`config.mk`:
```
export PLATFORM = sky130hd
export DESIGN_NAME = sort_frame_drain
export DESIGN_NICKNAME = d
export VERILOG_FILES = /design/src/rtl/sort_frame_drain_pkg.sv /design/src/rtl/sort_frame_bank.sv /design/src/rtl/sort_frame_drain.sv
export SDC_FILE = /design/constraint.sdc
export NUM_CORES = 1
export LEC_CHECK = 0
export CAP_MARGIN = 20
export CORE_MARGIN = 2
export CORE_UTILIZATION = 45
export CTS_BUF_LIST = sky130_fd_sc_hd__clkbuf_4 sky130_fd_sc_hd__clkbuf_8
export DETAILED_ROUTE_END_ITERATION = 7
export PLACE_DENSITY = 0.7
export SYNTH_ARGS = -nofsm -noshare
export SYNTH_HDL_FRONTEND = slang
export SYNTH_SLANG_ARGS = --single-unit
```
`constraint.sdc`:
```
create_clock -name clk -period 7 [get_ports clk]
set_clock_uncertainty 0.1 [all_clocks]
set_input_delay 1.75 -clock clk [delete_from_list [all_inputs] [get_ports clk]]
set_output_delay 1.75 -clock clk [all_outputs]
set_load 0.01 [all_outputs]
```
`src/rtl/sort_frame_drain_pkg.sv`:
```
// Shared types and constants for the sorting-network output stage.
package sort_pkg;
   typedef logic [31:0] data_t;
   localparam int N_SORT = 10;
   localparam int IDX_W  = 4;
endpackage

```
`src/rtl/sort_frame_bank.sv`:
```
// One frame bank: N words loaded in parallel, read back one word at a time.
module sort_frame_bank
   import sort_pkg::*;
#(
   parameter int N = N_SORT,
   parameter int W = 32
) (
   input  logic                  clk,
   input  logic                  rst,
   input  logic                  load_en,
   input  logic [N-1:0][W-1:0]   load_data,
   input  logic [IDX_W-1:0]      rd_idx,
   output logic [W-1:0]          rd_data
);

   logic [W-1:0] bank_reg [N];

   generate
      for (genvar gi = 0; gi < N; gi++) begin : g_word
         // Each word clears on reset and captures its frame slot on load.
         always_ff @(posedge clk) begin
            if (rst)
               bank_reg[gi] <= '0;
            else if (load_en)
               bank_reg[gi] <= load_data[gi];
         end
      end
   endgenerate

   // Combinational word select; the index never exceeds N-1.
   always_comb begin
      rd_data = bank_reg[rd_idx];
   end

endmodule

```
`src/rtl/sort_frame_drain.sv`:
```
// Ping-pong frame buffer behind the sorter: captures a sorted frame per
// handshake, streams it out ascending, and flags frames that are out of order.
module sort_frame_drain
   import sort_pkg::*;
#(
   parameter int N = N_SORT,
   parameter int W = 32
) (
   input  logic             clk,
   input  logic             rst,
   input  logic             in_valid,
   output logic             in_ready,
   input  logic [W-1:0]     sort_0,
   input  logic [W-1:0]     sort_1,
   input  logic [W-1:0]     sort_2,
   input  logic [W-1:0]     sort_3,
   input  logic [W-1:0]     sort_4,
   input  logic [W-1:0]     sort_5,
   input  logic [W-1:0]     sort_6,
   input  logic [W-1:0]     sort_7,
   input  logic [W-1:0]     sort_8,
   input  logic [W-1:0]     sort_9,
   output logic [W-1:0]     out_data,
   output logic             out_valid,
   input  logic             out_ready,
   output logic             out_last,
   output logic [IDX_W-1:0] out_idx,
   output logic             order_err
);

   logic [N-1:0][W-1:0] frame;
   logic [N-2:0]        viol;
   logic [IDX_W-1:0]    idx_reg, idx_next;
   logic [1:0]          count_reg, count_next;
   logic                wr_ptr_reg, wr_ptr_next;
   logic                rd_ptr_reg, rd_ptr_next;
   logic                order_err_reg, order_err_next;
   logic                cap, beat, last_beat;
   logic [W-1:0]        rd_data0, rd_data1;

   assign frame[0] = sort_0;
   assign frame[1] = sort_1;
   assign frame[2] = sort_2;
   assign frame[3] = sort_3;
   assign frame[4] = sort_4;
   assign frame[5] = sort_5;
   assign frame[6] = sort_6;
   assign frame[7] = sort_7;
   assign frame[8] = sort_8;
   assign frame[9] = sort_9;

   // Adjacent-pair unsigned order check across the incoming frame.
   generate
      for (genvar gi = 0; gi < N - 1; gi++) begin : g_chk
         assign viol[gi] = frame[gi] > frame[gi+1];
      end
   endgenerate

   assign in_ready  = (count_reg != 2'd2);
   assign out_valid = (count_reg != 2'd0);
   assign cap       = in_valid && in_ready;
   assign beat      = out_valid && out_ready;
   assign last_beat = beat && (idx_reg == IDX_W'(N - 1));

   // Capture always goes to the bank the write pointer selects, which is
   // never the bank being drained unless the buffer is empty.
   sort_frame_bank #(.N(N), .W(W)) u_bank0 (
      .clk       (clk),
      .rst       (rst),
      .load_en   (cap && !wr_ptr_reg),
      .load_data (frame),
      .rd_idx    (idx_reg),
      .rd_data   (rd_data0)
   );

   sort_frame_bank #(.N(N), .W(W)) u_bank1 (
      .clk       (clk),
      .rst       (rst),
      .load_en   (cap && wr_ptr_reg),
      .load_data (frame),
      .rd_idx    (idx_reg),
      .rd_data   (rd_data1)
   );

   // Control state register.
   always_ff @(posedge clk) begin
      if (rst) begin
         idx_reg       <= '0;
         count_reg     <= '0;
         wr_ptr_reg    <= 1'b0;
         rd_ptr_reg    <= 1'b0;
         order_err_reg <= 1'b0;
      end else begin
         idx_reg       <= idx_next;
         count_reg     <= count_next;
         wr_ptr_reg    <= wr_ptr_next;
         rd_ptr_reg    <= rd_ptr_next;
         order_err_reg <= order_err_next;
      end
   end

   // Next-state: word index, occupancy, pointers and sticky error.
   always_comb begin
      idx_next       = idx_reg;
      count_next     = count_reg;
      wr_ptr_next    = wr_ptr_reg ^ cap;
      rd_ptr_next    = rd_ptr_reg ^ last_beat;
      order_err_next = order_err_reg | (cap && (|viol));
      if (beat)
         idx_next = last_beat ? '0 : idx_reg + IDX_W'(1);
      case ({cap, last_beat})
         2'b10:   count_next = count_reg + 2'd1;
         2'b01:   count_next = count_reg - 2'd1;
         default: count_next = count_reg;
      endcase
   end

   // Output decode from registered state.
   always_comb begin
      out_data  = rd_ptr_reg ? rd_data1 : rd_data0;
      out_idx   = idx_reg;
      out_last  = out_valid && (idx_reg == IDX_W'(N - 1));
      order_err = order_err_reg;
   end

endmodule
```
# Yosys cells after proc, flatten, opt, wreduce, memory -nomap -nowiden

Memories as Yosys holds them, arrays and structs flattened. A register that Yosys moved wholly into a read port is not among the register bits.
Cells that the tools add are included.

Register bits: 9
Bits in writable memories: 640
Input bits: 324
Output and inout port bits: 40
Logic and storage cells: 92
Memories: 2

Memory list:

| memory           | depth | width | rd ports | clocked after Yosys merged registers in | write ports | line                  | source |
|---|---|---|---|---|---|---|---|
| u_bank0.bank_reg | 10    | 32    | 1        | 1                                       | 10          | sort_frame_bank.sv:16 | `logic [W-1:0] bank_reg [N];` |
| u_bank1.bank_reg | 10    | 32    | 1        | 1                                       | 10          | sort_frame_bank.sv:16 |  |

Add/subtract/negate cells: 3
Order comparisons: 9
Eq/ne operators: 4
Multiplexer cells: 35
Bitwise operators: 23
Reduce and logical (&&, ||, !) cells: 11

Operator list:

| cell                                              | count |
|---|---|
| 2-to-1 mux 32 bit                                 | 21 |
| greater-than comparator 32 bit                    | 9 |
| bitwise OR 1 bit                                  | 21 |
| 2-to-1 mux 4 bit                                  | 5 |
| OR reduction 9 bit                                | 1 |
| 2-to-1 mux 1 bit                                  | 8 |
| logical AND 1 bit                                 | 7 |
| adder 4 x 1 -> 4 bit (second input constant)      | 1 |
| == test 4 bit (second input constant)             | 1 |
| case mux 2 bit (2 select lines)                   | 1 |
| nonzero test 2 bit                                | 2 |
| adder 2 x 1 -> 2 bit (second input constant)      | 1 |
| == test 2 x 1 -> 1 bit (second input constant)    | 1 |
| == test 2 bit (second input constant)             | 1 |
| != test 2 bit (second input constant)             | 1 |
| subtractor 2 x 1 -> 2 bit (second input constant) | 1 |
| XOR 1 bit                                         | 2 |
| logical NOT 1 bit                                 | 1 |

# Depth between registers and ports, before layout

Depth in word-level cells: 7
Gate-level depth with buffers: 10
Mapped depth without buffers: 10

# Modules after synthesis

Synthesis repeated with hierarchy kept, for this count alone.

Cells, all modules: 3128
Area total of the unflattened synthesis: 37496.0 µm²

By module, submodules not included:

| module           | times used | cells an instance | area an instance (µm²) | sequential area each (µm²) |
|---|---|---|---|---|
| sort_frame_bank  | 2          | 1007              | 14709.1                | 9609.2 |
| sort_frame_drain | 1          | 1114              | 8077.7                 | 180.2 |

# Worst setup path before layout

OpenSTA, ideal clock, no wires.

Path type: in2reg
From: input port in_valid
To: memory u_bank0.bank_reg[0][0] (enable)
Library setup time: 0.550 ns
Data arrival time: 5.861 ns
Required time: 6.350 ns
Setup slack: 0.490 ns
Stages on the path: 4
Buffers on the path: 0
Cell sequence: nand2_1 > inv_1 > ha_1 > or2_2

RTL lines:

| element         | line                   | source |
|---|---|---|
| start, declared | sort_frame_drain.sv:11 | `input logic in_valid,` |
| end, declared   | sort_frame_bank.sv:16  |  |

==> impl_results.md <==
* Status: completed
* Sw Share at 25.58%
* Mapped Area at between 0.03 and 0.04 sq mm
* Power Total at approximately 0.0099 W
* Nets at ~3700
* Initial Util at between 40% and 50%
* Syn-to-layout area delta at 19.24%
* Hold_ws at ~410 ps
* DRT antenna net count at 0
* Iter 0 DRT Violations at roughly 1800
* Yosys reg bits at between 600 and 700
* Yosys top cell area share at between 50 and 60%
* Post-cts sizing count at 0
* Setup_tns at 0 ps
* Critical Path RT at about 5200 ps
* Switching pwr at 0.002527 W
* H-tree Lvls at 3
* Hold/Removal Path Class: register to register
* Top FF cell, synth: edfxtp_1
* Ys async rst share at 0%
* Slew headroom at around a quarter
* First-pass GRT wire length at 153200 um
* Num rows at 104
* Sequential power share at a little under 50%
* Detailed placement HPWL at around 76000 um
* GRT Util Overall at 25.23%
* CTS Buffer Depth at 3
* Root Driver: clkbuf_8
* Max capacitance violation total at 0
* Clock slew at reported path FFs at about 60 ps
* CTS Buf Count at 110
* Area contributors post-synth: edfxtp_1 53%, mux4_2 12%, and2_1 11%
* Global route overflow at 0
* Commonest non-fill, non-tap cells in the layout: 642 x and2_1, 640 x edfxtp_1, 363 x clkdlybuf4s50_1, 293 x inv_1, 293 x ha_1
* Xor/xnor share of the synthesized area at 0.1205%
* Core box area at ~0.080 sq mm
* Port bufs at approximately 360
* RSZ-0062 raised after global routing: no
* FF-to-FF Start: count_reg[0]
* Yosys warns at 0
* Syn Inst Count at between 2000 and 3000
* Post-Syn Nets at 3314
* DR WL met2 at around 56000 um
* Hold Startpoint: count_reg[1]
* Clk pwr share at 35.2%
* Initial antenna violation count at 10
* R2r setup slk at just over 4000 ps
* Die width at about 290 um
* Synth Area in Adders at around a tenth
* Clock Latency Late Sink at 700 ps
* Setup repair bufs after CTS at 0
* Die ar. at 0.08304 sq mm
* Complex-gate fraction of the synthesized area at 3.943%
* Comb power frac at around 16%
* Vias post-DR at ~23000
* Routed vias/inst at roughly 5.5
* Fin crit share at between 80% and 90%
* Critical R2R Capture: u_bank0.bank_reg[2][13]
* Fmax achieved at between 150 and 200 MHz
* Top routing layer in use: met5
* Slew Viols, Final at 0
* CTS tree: yes
* Largest net degree at the start of global routing at around 190
* Cell-internal power at 0.007351 W
* Drt wl/cell at roughly 25 um
* Endpoints failing setup at 0
* Most common cell after layout, fill and taps aside: and2_1
* Area leader, netlist: edfxtp_1
* Worst Tran Pin Value at 1106 ps
* Critical path endpoint category: output pin
* Final Critical Period at roughly 5800 ps
* Simple-Gate Fraction of Synth Area at 14.80%
* Post-CTS Hold Fix Bufs at 0
* Pwr Density at around 230 mW/mm^2
* CTS Sinks at around 650
* Crit path max fanout at ~50
* Vias in the first global route at approximately 24000
* Worst setup path endpoint: out_data[24]
* Routed wire length at about 100000 um
* Synth Area per Inst at roughly 13 sq um
* IO Count at around 360
* Hold-critical path depth at 2
* CP Class: register to output pin
* Worst vdd ir at ~0.17 mV
* Seq/Total Area, Yosys at about 54%
* Wire length on met1 at 38310 um
* Hold Fails Final Rpt at 0
* Share of layout cells above drive strength 1 at between 10% and 20%
* GPL Wtd Cong at around 0.91
* FF-to-FF path depth at 6
* Met3 Wirelength at 6386 um
* Pleak at approximately 18 nW
* DR pass1 iterations at 5
* Post-synth EDFFs at 640
* CP Data Arrival Time at around 4000 ps
* Mux cell area share after synthesis at 12.89%
* DRC violations left at 0
* Main combinational cell family by area after synthesis: simple AND/OR/NAND/NOR gates
* Post-synth cell types at 68
* DIE HEIGHT at approximately 290 um
* Critical Path Start Type: register
critical path, stage by stage, from the launching register on:
cell,delay [ps]
dfxtp_4,860
buf_4,530
mux4_2,440
mux4_2,570
mux2_2,300
clkdlybuf4s50_1,480
kinds of logic after synthesis:
family / Yosys count
AO/OA/AOI/OAI: 228
XOR/XNOR: 5
adder cells (fa/ha/maj): 293
buffers and inverters: 412
flip-flops: 653
multiplexers: 224
AND/OR/NAND/NOR: 882
how the worst min path moves through the flow:
stage               slack, ps      endpoint
finish                    410  count_reg[1]
global route              440  count_reg[1]
CTS                       430  count_reg[1]
detailed placement        410  count_reg[1]
global placement          380  count_reg[1]
floorplan                 360  count_reg[1]
Yosys cell counts, drive strengths merged, types with 5 or more instances:
master and n:
and2 644, edfxtp 640, ha 293, inv 293
mux4 192, a21oi 106, clkbuf 90, nand2 54
nand4 54, a21o 38, mux2 32, nand3 31
buf 29, nor2 25, o21ai 23, nor3 20
a211oi 16, dfxtp 13, nor2b 13, and4 10
nor4 8, o211ai 8, or4 6, a2111oi 5
a221o 5
metal layers:
metal,up-vias,GRT usage [%]
li1,10651,-
met1,11651,29.40
met2,781,46.32
met3,183,4.439
met4,10,9.378
met5,-,0
power by group through the flow:
stage,clock network [W],logic [W],registers [W]
4_1_cts,0.00353,0.00163,0.00480
3_3_place_gp,0,0.00158,0.00485
6_report,0.00348,0.00160,0.00480
3_5_place_dp,0,0.00162,0.00488
2_1_floorplan,0,0.000902,0.00487
5_1_grt,0.00369,0.00173,0.00482
final cells by class:
cell class | instances | area (sq um)
fill | 6521 | 36960
sequential | 653 | 19490
multi-input combinational | 1632 | 15230
timing repair buffer | 386 | 3941
clock buffer | 147 | 1817
tap | 1060 | 1326
inverter | 293 | 1100
clock inverter | 56 | 402.9
antenna | 9 | 22.52
stage by stage:
step	worst slack, ps	area [sq um]	util, %	instances
finish	1192	43330	53.96	4236
detailed placement	1649	41080	51.17	4023
CTS	1103	43300	53.93	4226
global route	1064	43310	53.95	4231
floorplan	489.7	36340	-	2697
global placement	1515	41080	51.16	4023
Power figures use the tool's default switching activity.
